File: config.mk
export PLATFORM = sky130hd
export DESIGN_NAME = mux4_1_reg
export DESIGN_NICKNAME = d
export VERILOG_FILES = /design/src/rtl/mux4_1_reg.sv
export SDC_FILE = /design/constraint.sdc
export NUM_CORES = 1
export LEC_CHECK = 0
export CAP_MARGIN = 30
export CORE_AREA = 2 2 39 41
export DETAILED_ROUTE_END_ITERATION = 7
export DIE_AREA = 0 0 41 43
export PLACE_DENSITY = 0.45
export SLEW_MARGIN = 20
export SYNTH_ARGS = -nofsm -noshare
export SYNTH_HDL_FRONTEND = slang
export SYNTH_SLANG_ARGS = --single-unit
File: constraint.sdc
create_clock -name clk -period 1.8 [get_ports clk]
set_clock_uncertainty 0.1 [all_clocks]
set_input_delay 0.45 -clock clk [delete_from_list [all_inputs] [get_ports clk]]
set_output_delay 0.45 -clock clk [all_outputs]
set_load 0.02 [all_outputs]
File: src/rtl/mux4_1_reg.sv
// Registered 4-to-1 multiplexer with valid qualification and a select-change pulse.
// Optional even-parity output enabled by defining MUX4_1_REG_PARITY_EN.
module mux4_1_reg #(
    parameter int unsigned WIDTH = 1
) (
    input  logic             clk,
    input  logic             rst,
    input  logic             in_valid,
    input  logic [WIDTH-1:0] i0,
    input  logic [WIDTH-1:0] i1,
    input  logic [WIDTH-1:0] i2,
    input  logic [WIDTH-1:0] i3,
    input  logic [1:0]       sel,
    output logic [WIDTH-1:0] out,
    output logic             out_valid,
    output logic             sel_changed
`ifdef MUX4_1_REG_PARITY_EN
    ,
    output logic             out_parity
`endif
);

    logic [WIDTH-1:0] out_q, out_d;
    logic             out_valid_q, out_valid_d;
    logic             sel_changed_q, sel_changed_d;
    logic [1:0]       last_sel_q, last_sel_d;
    logic [WIDTH-1:0] sel_word;

    always_comb begin
        sel_word = i0;
        case (sel)
            2'b00:   sel_word = i0;
            2'b01:   sel_word = i1;
            2'b10:   sel_word = i2;
            2'b11:   sel_word = i3;
            default: sel_word = i0;
        endcase
    end

    // Output word and last-sel only move on an accepted input; otherwise they hold.
    always_comb begin
        out_d         = out_q;
        out_valid_d   = 1'b0;
        sel_changed_d = 1'b0;
        last_sel_d    = last_sel_q;
        if (in_valid) begin
            out_d         = sel_word;
            out_valid_d   = 1'b1;
            sel_changed_d = (sel != last_sel_q);
            last_sel_d    = sel;
        end
    end

    always_ff @(posedge clk) begin
        if (rst) begin
            out_q         <= '0;
            out_valid_q   <= 1'b0;
            sel_changed_q <= 1'b0;
            last_sel_q    <= 2'b00;
        end else begin
            out_q         <= out_d;
            out_valid_q   <= out_valid_d;
            sel_changed_q <= sel_changed_d;
            last_sel_q    <= last_sel_d;
        end
    end

    assign out         = out_q;
    assign out_valid   = out_valid_q;
    assign sel_changed = sel_changed_q;

`ifdef MUX4_1_REG_PARITY_EN
    logic out_parity_q, out_parity_d;

    always_comb begin
        out_parity_d = ^out_d;
    end

    always_ff @(posedge clk) begin
        if (rst) begin
            out_parity_q <= 1'b0;
        end else begin
            out_parity_q <= out_parity_d;
        end
    end

    assign out_parity = out_parity_q;
`endif

endmodule

==> run summary <==
Status: finished clean
Die width: 41 um
Clk pin slew, worst setup/hold paths: 0.05 ns
Post-synthesis cell type count: 10
Slowest cell on crit path: clkdlybuf4s50_1
DRT antenna net count: 0
Max Cap Viol: 0
Router iterations before antenna repair: 1
Cell area after synthesis: 213 um2
# port buffers: 11
Antenna fix cells: 0
Kind of critical path: flop to primary output
GRT Util Overall: 6.84%
CP Capture Type: primary output
# setup viols final: 0
Register area share after synthesis: 47.1%
Xor-xnor portion of the synthesized cell area: 8.24%
Clk_lat worst skew: 0.24 ns
Area Growth Syn to Fin: 84.1%
Reg2Reg Depth: 2
Yosys warning count: 0
Crit-path leading delay family: buffers and inverters
Syn Nets: 28
Worst Setup EP: out
Pwr Density: 790 nW/um2
Pin count of the biggest net entering global routing: 5
WL final: 475 um
Finished layout cell area: 392 um2
Syn Inst Count: 19
Final setup TNS: 0 ns
Cts bufs inserted: 3
CP Cell Sequence: clkdlybuf4s50_1
FF-to-FF Start: out
Number of gates resized after CTS: 0
Share of cells above drive strength 1: 18.9%
Worst setup SP type: flop
Unrepaired setup endpoints after global routing: false
Setup slack, reg-to-reg: 0.78 ns
Initial antenna violation count: 0
Crit path largest cell delay: 0.60 ns
Root Driver: clkbuf_4
Die H: 43 um
DP Wirelength: 397 um
First-pass GRT wire length: 745 um
Path length in cells of the critical path: 1
Starting Density: 15.4%
Post-Synth Simple-Gate Area: 18.2%
Mux contribution to synthesized area: 18.8%
Worst setup path start: out
Tcrit/Tclk final: 95.4%
Pin slew with the least headroom to its limit: 0.218 ns
I/O pins: 12
Via-to-Cell Ratio: 3.83
TritonCTS clock tree: yes
# Post-CTS Setup Buffers: 0
Slew Limit Fails: 0
Via Count: 203
Total clock sinks: 5
RD Place Congestion: 0.610
CP Data Arrival Time: 1.17 ns
Synth Area in Compound Gates: 7.65%
DRC: 0
Final min period: 1.72 ns
Largest family of logic cells by synthesized area: multiplexers
Fmax: 582 MHz
WP buf/inv: 1
Synthesized area per cell: 11.2 um2
CTS H-tree depth: 1
Area post-placement: 365 um2
Type of the worst min-delay path: flop to flop
Slew HR: 85.5%
Leak: 0.156 nW
Synth Register Bits: 5
Core ar.: 1380 um2
Adder and majority cell fraction of the synthesized area: 0%
Std-Cell Rows: 14
Layout net count: 47
CTS max path bufs: 2
Worst EP required: 1.25 ns
Post-DR wirelength/cell: 8.96 um
R2r endpoint: out
GRT overflow: 0
Hold_buf cts: 0
Number of global-route vias before repair: 181
Initial DRC count: 0
Peak VDD IR: 0.000296 V
Final hold vios: 0
Die area: 1760 um2
Worst-path maximum fanout: 2
-- worst min path at each step --
stage                             start             to  cells after the start
after CTS                 last_sel_q[0]  last_sel_q[0]                      2
after global routing      last_sel_q[0]  last_sel_q[0]                      2
after floorplan           last_sel_q[0]  last_sel_q[0]                      2
after detailed placement  last_sel_q[0]  last_sel_q[0]                      2
after global placement    last_sel_q[1]  last_sel_q[1]                      2
final                     last_sel_q[0]  last_sel_q[0]                      2
-- cell usage in the layout (no fill, tap or decap) --
| cell type | synthesis | layout |
|---|---|---|
| buf_4 | 0 | 3 |
| dfxtp_1 | 5 | 5 |
| clkbuf_1 | 0 | 1 |
| xnor2_1 | 2 | 2 |
| nor2_1 | 2 | 2 |
| nand3b_1 | 1 | 1 |
| clkbuf_4 | 0 | 3 |
| mux2i_1 | 4 | 4 |
| a21boi_0 | 1 | 1 |
| nor2b_1 | 1 | 1 |
| or3b_2 | 1 | 1 |
| clkdlybuf4s50_1 | 0 | 11 |
| o221ai_1 | 1 | 1 |
| or3b_1 | 1 | 1 |
-- where the power goes --
part | total [mW] | switching, mW | internal (mW)
combinational | 0.0589 | 0.0210 | 0.0379
clock | 0.129 | 0.0452 | 0.0838
sequential | 0.121 | 0.00314 | 0.118
-- routing by layer --
| layer | part of all wire, % | track usage [%] | vias up |
|---|---|---|---|
| met5 | 0 | 0 | - |
| met4 | 0 | 2.00 | 0 |
| met3 | 13 | 7.85 | 0 |
| met2 | 37 | 6.56 | 14 |
| met1 | 50 | 9.39 | 82 |
| li1 | - | - | 107 |
-- state kept, by name (all words and copies together), names as in the netlist --
register,flops
out,1
last_sel_q,2
sel_changed,1
out_valid,1
-- kinds of logic (layout without fill, tap and decap cells) --
group | Yosys count | in the layout
AO/OA/AOI/OAI | 2 | 2
XOR/XNOR | 2 | 2
buffers and inverters | 0 | 18
flip-flops | 5 | 5
multiplexers | 4 | 4
AND/OR/NAND/NOR | 6 | 6
-- cells in the mapped netlist, drive strengths merged --
master,n,area (um2)
o221ai,1,8.76
dfxtp,5,100
a21boi,1,7.51
or3b,2,17.5
nor2,2,7.51
xnor2,2,17.5
mux2i,4,40.0
nand3b,1,7.51
nor2b,1,6.26
-- cell type report --
| class | instances | area [um2] |
|---|---|---|
| Clock buffer | 4 | 26.3 |
| Fill cell | 146 | 992 |
| Multi-Input combinational cell | 14 | 113 |
| Sequential cell | 5 | 100 |
| Tap cell | 16 | 20.0 |
| Timing Repair Buffer | 14 | 133 |
-- stage by stage --
| stage | worst slack (ns) | util (%) | hold slack, ns | instances | power, mW |
|---|---|---|---|---|---|
| floorplan | 0.661 | - | 0.382 | 19 | 0.144 |
| global placement | 0.163 | 26.4 | 0.401 | 49 | 0.183 |
| detailed placement | 0.154 | 26.4 | 0.411 | 49 | 0.183 |
| CTS | 0.0633 | 28.3 | 0.420 | 53 | 0.317 |
| global route | 0.0317 | 28.3 | 0.442 | 53 | 0.333 |
| finish | 0.0827 | 28.3 | 0.415 | 53 | 0.309 |
(Power assumes the default switching activity.)
